## config.mk

```make
export PLATFORM = sky130hd
export DESIGN_NAME = target_round_sequencer
export DESIGN_NICKNAME = d
export VERILOG_FILES = /design/src/rtl/game_pkg.sv /design/src/rtl/target_lfsr.sv /design/src/rtl/target_round_sequencer.sv
export SDC_FILE = /design/constraint.sdc
export NUM_CORES = 1
export LEC_CHECK = 0
export CORE_UTILIZATION = 58
export DETAILED_ROUTE_END_ITERATION = 10
export GPL_TIMING_DRIVEN = 0
export PLACE_DENSITY = 0.9
export SYNTH_ARGS = -nofsm -noshare
export SYNTH_HDL_FRONTEND = slang
export SYNTH_SLANG_ARGS = --single-unit
```

## constraint.sdc

```tcl
create_clock -name clkIn -period 3.59 [get_ports clkIn]
set_input_delay 0.359 -clock clkIn [delete_from_list [all_inputs] [get_ports clkIn]]
set_output_delay 0.359 -clock clkIn [all_outputs]
set_load 0.1 [all_outputs]
```

## src/rtl/game_pkg.sv

```systemverilog
// Shared types and constants for the reaction-game round sequencer.
package game_pkg;

    typedef enum logic [2:0] {
        IDLE = 3'd0,
        ARM  = 3'd1,
        SHOW = 3'd2,
        DONE = 3'd3
    } state_t;

    localparam int SCORE_W   = 6;
    localparam int SCORE_MAX = 63;
    localparam int TIME_W    = 6;

    function automatic logic [SCORE_W-1:0] sat_inc(
        input logic [SCORE_W-1:0] v
    );
        return (v == SCORE_W'(SCORE_MAX)) ? v : v + 1'b1;
    endfunction

endpackage

```

## src/rtl/target_lfsr.sv

```systemverilog
// 8-bit Fibonacci LFSR (taps 8,6,5,4) used to pick the next target.
module target_lfsr (
    input  logic       clkIn,
    input  logic       reset,
    input  logic [7:0] seed,
    output logic [7:0] state
);

    logic fb;

    assign fb = state[7] ^ state[5] ^ state[4] ^ state[3];

    // A zero seed would lock the register up, so substitute 1
    always_ff @(posedge clkIn) begin
        if (reset) begin
            state <= (seed == 8'd0) ? 8'd1 : seed;
        end else begin
            state <= {state[6:0], fb};
        end
    end

endmodule

```

## src/rtl/target_round_sequencer.sv

```systemverilog
// One timed round of the reaction game: start, targets, scoring, end.
// Define MISS_PENALTY_EN to make wrong presses cost one point.
module target_round_sequencer
    import game_pkg::*;
#(
    parameter int         GAME_SECONDS = 30,
    parameter int         NUM_TARGETS  = 4,
    parameter int         TARGET_TICKS = 2,
    parameter logic [7:0] LFSR_SEED    = 8'hA5
) (
    input  logic                   clkIn,
    input  logic                   reset,
    input  logic                   tick_1hz,
    input  logic                   start_game,
    input  logic [NUM_TARGETS-1:0] btn,
    output logic [NUM_TARGETS-1:0] target_onehot,
    output logic [SCORE_W-1:0]     score,
    output logic [TIME_W-1:0]      time_left,
    output logic                   game_active,
    output logic                   game_over,
    output logic                   timer_expired
);

    localparam int IDX_W = (NUM_TARGETS > 1) ? $clog2(NUM_TARGETS) : 1;

    state_t                 state;
    state_t                 state_nx;
    logic [7:0]             lfsr;
    logic                   lfsr_unused;
    logic                   start_d;
    logic                   start_pulse;
    logic [NUM_TARGETS-1:0] btn_d;
    logic [NUM_TARGETS-1:0] hit;
    logic [2:0]             window;
    logic [2:0]             window_nx;
    logic [IDX_W-1:0]       prev_idx;
    logic [IDX_W-1:0]       prev_nx;
    logic [IDX_W-1:0]       idx_raw;
    logic [IDX_W-1:0]       idx;
    logic [SCORE_W-1:0]     score_nx;
    logic [TIME_W-1:0]      time_nx;
    logic [NUM_TARGETS-1:0] target_nx;
    logic                   lit_hit;
    logic                   wrong_hit;
    logic                   tick_live;
    logic                   expire;
    logic                   win_out;

    target_lfsr u_lfsr (
        .clkIn (clkIn),
        .reset (reset),
        .seed  (LFSR_SEED),
        .state (lfsr)
    );

    assign lfsr_unused = ^lfsr;
    assign idx_raw     = lfsr[IDX_W-1:0];
    // Never repeat the previous target; wraps since NUM_TARGETS is 2^n
    assign idx         = (idx_raw == prev_idx) ? idx_raw + 1'b1 : idx_raw;

    assign lit_hit   = |(hit & target_onehot);
    assign wrong_hit = |(hit & ~target_onehot);
    assign tick_live = tick_1hz && (state == ARM || state == SHOW);
    assign expire    = tick_live && (time_left == TIME_W'(1));
    assign win_out   = tick_1hz && (window == 3'd1);

    always_ff @(posedge clkIn) begin
        if (reset) begin
            state         <= IDLE;
            score         <= '0;
            time_left     <= TIME_W'(GAME_SECONDS);
            target_onehot <= '0;
            game_active   <= 1'b0;
            game_over     <= 1'b0;
            timer_expired <= 1'b0;
            start_d       <= 1'b0;
            start_pulse   <= 1'b0;
            btn_d         <= '0;
            hit           <= '0;
            window        <= '0;
            prev_idx      <= '0;
        end else begin
            state         <= state_nx;
            score         <= score_nx;
            time_left     <= time_nx;
            target_onehot <= target_nx;
            game_active   <= (state_nx == ARM) || (state_nx == SHOW);
            game_over     <= (state_nx == DONE);
            timer_expired <= expire;
            start_d       <= start_game;
            start_pulse   <= start_game & ~start_d;
            btn_d         <= btn;
            hit           <= btn & ~btn_d;
            window        <= window_nx;
            prev_idx      <= prev_nx;
        end
    end

    always_comb begin
        state_nx = IDLE;
        case (state)
            IDLE:    state_nx = start_pulse ? ARM : IDLE;
            ARM:     state_nx = expire ? DONE : SHOW;
            SHOW: begin
                if (expire)
                    state_nx = DONE;
                else if (lit_hit || win_out)
                    state_nx = ARM;
                else
                    state_nx = SHOW;
            end
            DONE:    state_nx = start_pulse ? ARM : DONE;
            default: state_nx = IDLE;
        endcase
    end

    always_comb begin
        score_nx  = score;
        time_nx   = time_left;
        window_nx = window;
        prev_nx   = prev_idx;
        target_nx = '0;
        if (tick_live)
            time_nx = time_left - 1'b1;
        case (state)
            IDLE, DONE: begin
                if (start_pulse) begin
                    score_nx = '0;
                    time_nx  = TIME_W'(GAME_SECONDS);
                end
            end
            ARM: begin
                prev_nx   = idx;
                window_nx = 3'(TARGET_TICKS);
                if (!expire)
                    target_nx = NUM_TARGETS'(1) << idx;
            end
            SHOW: begin
                if (tick_1hz && window != 3'd0)
                    window_nx = window - 3'd1;
                if (lit_hit)
                    score_nx = sat_inc(score);
`ifdef MISS_PENALTY_EN
                else if (wrong_hit && score != '0)
                    score_nx = score - 1'b1;
`endif
                if (state_nx == SHOW)
                    target_nx = target_onehot;
            end
            default: ;
        endcase
    end

    // Only consumed under MISS_PENALTY_EN
    logic wrong_unused;
    assign wrong_unused = wrong_hit;

endmodule

```

* Yosys cells after proc, flatten, opt, wreduce, memory -nomap -nowiden
Cells that the tools add are included.
Storage, ports and cells: flip-flop bits (word level) 45, output and inout bits 19, input port bits 8
Cells by class: reduce and logical (&&, ||, !) cells 15, shifts and indexed selects 1, mux-type cells 19, equality and inequality tests 15, $add $sub $neg 4, bitwise logic cells 8
Operators by type and width (count):
- two-way mux 6 bit | 6
- equality test 3 x 2 -> 1 bit, second input constant | 4
- one-hot mux 6 bit (2 select lines) | 1
- equality test 3 x 1 -> 1 bit, second input constant | 3
- AND 4 bit | 2
- two-way mux 2 bit | 4
- two-way mux 4 bit | 2
- inequality test 2 bit, second input constant | 4
- one-hot mux 2 bit (4 select lines) | 1
- one-hot mux 4 bit (2 select lines) | 1
- adder 6 x 1 -> 6 bit, second input constant | 1
- equality test 6 x 1 -> 1 bit, second input constant | 1
- equality test 6 bit, second input constant | 1
- one-hot mux 3 bit (2 select lines) | 1
- subtractor 6 x 1 -> 6 bit, second input constant | 1
- logical AND 1 bit | 4
- NOT 4 bit | 1
- AND reduction 4 bit | 1
- nonzero test 2 bit | 2
- OR reduction 4 bit | 1
- << shifter 1 x 2 -> 4 bit, first input constant | 1
- logical NOT 3 bit | 1
- logical OR 1 bit | 3
- two-way mux 3 bit | 1
- other kinds (11) | 14

* Logic depth before layout (Yosys ltp)
word-level depth 9, gate-level depth with buffers 7, mapped depth without buffers 6

* Cells and area by module
A second synthesis with hierarchy kept.
Unflattened totals: cell total of the unflattened synthesis 215, area total of the unflattened synthesis 2078.2 µm²
Modules (own cells, without submodules):
- target_round_sequencer | instances 1, area each 1781.7 µm², cells each 192
- target_lfsr | instances 1, area each 296.5 µm², cells each 23

* Least setup slack after synthesis
OpenSTA, ideal clock, no wires.
path type register to register, from register target_onehot[2], to register score[5], stages on the path, launching flop included 5, period minus slack after synthesis 2.138 ns, buffers on the path 0, setup time 0.072 ns, slack 1.452 ns, arrival time 2.065 ns, path through dfxtp_1 a22o_1 o22ai_2 a2111oi_2 mux2i_1
On the way: word-level cells in the longest chain between the ends 4
Ends and longest elaborated chain:
- start, declared | line target_round_sequencer.sv:16 | output logic [NUM_TARGETS-1:0] target_onehot,
- start signal, assigned | line target_round_sequencer.sv:86 | target_onehot <= target_nx;
- AND 4 bit | line target_round_sequencer.sv:61 | assign lit_hit = |(hit & target_onehot);
- OR reduction 4 bit | line target_round_sequencer.sv:61
- inequality test 2 bit (no line)
- AND reduction 4 bit (no line)
- end signal, assigned | line target_round_sequencer.sv:84 | score <= score_nx;
- end, declared | line target_round_sequencer.sv:17 | output logic [SCORE_W-1:0] score,
No other way between the ends. A chain may end at the register's enable or synchronous reset.

* Worst setup path after layout
from register score[1], to output score[1]
No word-level cell between the ends.

==> flow_metrics.tcl <==
set metrics [dict create \
    gp_congestion 0.880 \
    die_y_um 61.4 \
    postCtsResizedCells 0 \
    clock_path_buffers 2 \
    worstMarginPinSlew_ns 0.967 \
    fin_util 0.730 \
    grt_pass1_vias 1423 \
    final-seq-area_sq_um 881 \
    drt_first_pass_iters 5 \
    yosysUniqueCellTypes 53 \
    r2r_cells 7 \
    post-route-min-period_ns 2.41 \
    slew_headroom 0.353 \
    grt_use_total 0.235 \
    antenna_found_initial 0 \
    via_per_inst 5.59 \
    post_cts_buffers 0 \
    powerDensity_nw_per_um2 392 \
    crit_buf_inv 1 \
    drt_iter0_drc 92 \
    status "completed" \
    coreArea_sq_um 3360 \
    finalCritPeriodShare 0.671 \
    setup_viol 0 \
    synth-edff-count 0 \
    synth_nets 230 \
    timing.rr.end "score[5]" \
    ys.flop_type "dfxtp_1" \
    ir_drop_uv 301 \
    numCtsBuffers 5 \
    area_delta_synth_final_pct 19.8 \
    critPathMaxStageDelay_ns 1.19 \
    initial_core_util 0.609 \
    synth-async-reset-ratio 0 \
    final_max_slew_viol_count 0 \
    place_ws_ns 1.47 \
    skew_ns 0.00405 \
    crit_chain "clkdlybuf4s50_1" \
    wirelength_mm 3.97 \
    drive_above_1_share 0.119 \
    worst_setup_path_end_kind "output port" \
    io_buffers 25 \
    drc 0 \
    hold_viol 0 \
    r2r_start "state[0]" \
    grt_setup_unrepaired "no" \
    cts_sinks 44 \
    synth_seq_cells 44 \
    yosysWarningCount 0 \
    grt_max_degree 14 \
    min_path_cells 3 \
    vias 1621 \
    worstPathArrival_ns 2.05 \
    synth.yosys.seq_area_share 0.430 \
    dieArea_sq_um 3770 \
    max_freq_ghz 0.415 \
    dp_hpwl_mm 2.83 \
    netlist_instances 212 \
    postRouteAntennaNets 0 \
    setup_slack_ns 1.18 \
    critical_path_peak_fanout 8 \
    cts_tree "built" \
    hp-class "input pin to flip-flop" \
    grt_pass1_wl_mm 6.36 \
    hold_start "tick_1hz" \
    num_rows 21 \
    diodes 0 \
    crit_family "buffers and inverters" \
    cts_hold_buf 0 \
    min_to "time_left[2]" \
    clk_latency_ns 0.36 \
    drv_cap 0 \
    cts_max_level 2 \
    multi_input_area_sq_um 1070 \
    cts_root_buffer "clkbuf_4" \
    wl_per_cell_um 13.7 \
    cp-start-kind "flip-flop" \
    cp_data_required_time_ns 3.23 \
    die_w_um 61.4 \
    worstSetupPathType "flip-flop to output port" \
    syn_area_per_cell_sq_um 9.66 \
    ios 27 \
    slowest_stage "clkdlybuf4s50_1" \
    nNetsFinal 262 \
    syn_area_sq_um 2050 \
    grt-ovfl-total 0 \
    nFillCells 261 \
    clk_pin_slew_ns 0.12 \
    timing.reg2reg.setup_slack_ns 1.59 \
    p_leak_uw 0.000910 \
    setup_tns_ns 0 \
]
[worst max path at each step]
stage	from	endpoint	slack, ns	cells after the start
6_report	score[1]	score[1]	1.18	1
5_1_grt	score[1]	score[1]	1.11	1
4_1_cts	score[1]	score[1]	1.18	1
3_5_place_dp	reset	window[2]	1.47	4
3_3_place_gp	reset	window[2]	1.45	4
2_1_floorplan	target_onehot[2]	score[5]	1.45	4
[area by class of cell]
| class | instances | share of cell area |
|---|---|---|
| inverters | 14 | 0.0214 |
| flip-flops and latches | 44 | 0.359 |
| clock buffers | 5 | 0.0153 |
| multi-input cells | 146 | 0.435 |
| repair buffers | 25 | 0.102 |
| clock inverters | 2 | 0.0245 |
| plain buffers | 8 | 0.0189 |
| well taps | 46 | 0.0235 |
[cell families after synthesis]
kind of cell	Yosys count	share of synthesized area
simple gates	75	0.210
compound gates	45	0.175
flops	44	0.430
buf+inv	22	0.0483
fa+ha+maj	10	0.0611
mux	9	0.0464
xor+xnor	7	0.0299
[through the flow]
step / instance area (sq um) / hold slack, ns / instances / power, uW
finish: 2450 / 0.357 / 290 / 961
floorplan: 2050 / 0.367 / 212 / 580
CTS: 2450 / 0.341 / 290 / 966
global placement: 2360 / 0.371 / 283 / 601
detailed placement: 2360 / 0.375 / 283 / 603
global route: 2450 / 0.372 / 290 / 999
[where the power goes]
part | total (uW) | switching [uW] | leakage, uW | internal, uW
sequential | 514 | 9.56 | 0.000360 | 505
combinational | 79.3 | 46.1 | 0.000499 | 33.2
clock | 368 | 155 | 0.0000513 | 213
total | 961 | 210 | 0.000910 | 751
[state kept, by name (all words and copies together) (netlist names)]
name / flops
u_lfsr.state: 8
score: 6
time_left: 6
btn_d: 4
hit: 4
target_onehot: 4
window: 3
prev_idx: 2
state: 2
game_active: 1
game_over: 1
start_d: 1
start_pulse: 1
timer_expired: 1
[Yosys cell counts (3+ instances only)]
cell | instances | area share
a211oi_1 | 5 | 0.018
a21oi_1 | 11 | 0.027
a32o_1 | 4 | 0.020
clkbuf_1 | 4 | 0.0073
dfxtp_1 | 44 | 0.43
ha_1 | 10 | 0.061
inv_1 | 14 | 0.026
mux2_2 | 4 | 0.022
mux2i_1 | 5 | 0.024
nand2_1 | 17 | 0.031
nand2b_1 | 4 | 0.012
nand3_1 | 6 | 0.015
nand4_1 | 4 | 0.012
nor2_1 | 10 | 0.018
nor2b_1 | 14 | 0.043
o21ai_0 | 5 | 0.012
or2_2 | 3 | 0.0092
or3_1 | 4 | 0.012
xnor2_1 | 5 | 0.021
[cells in the final DEF, fill, tap and decap left out, types with 2 or more instances in the layout]
cell type and n:
clkbuf_1 4, mux2_2 4, nand2b_1 4, a31oi_1 2, clkbuf_4 5, or2_2 3
mux2i_1 5, a21oi_1 11, nor2_1 10, a211oi_1 5, clkdlybuf4s50_1 25, inv_1 14
xor2_1 2, dfxtp_1 44, nor2b_1 14, ha_1 10, a32o_1 4, o21a_1 2
nand2_1 17, xnor2_1 5, buf_2 2, nand4_1 4, nand3_1 6, o21ai_0 5
nor3_1 2, bufinv_16 2, or3_1 4
[per-layer routing]
metal	GRT usage	wire length [um]	up-vias
met5	0	0	-
met4	0.108	40	0
met3	0.0567	159	4
met2	0.377	1900	36
met1	0.299	1860	771
li1	-	-	810
Note: power is estimated with default switching activity, not from simulation.
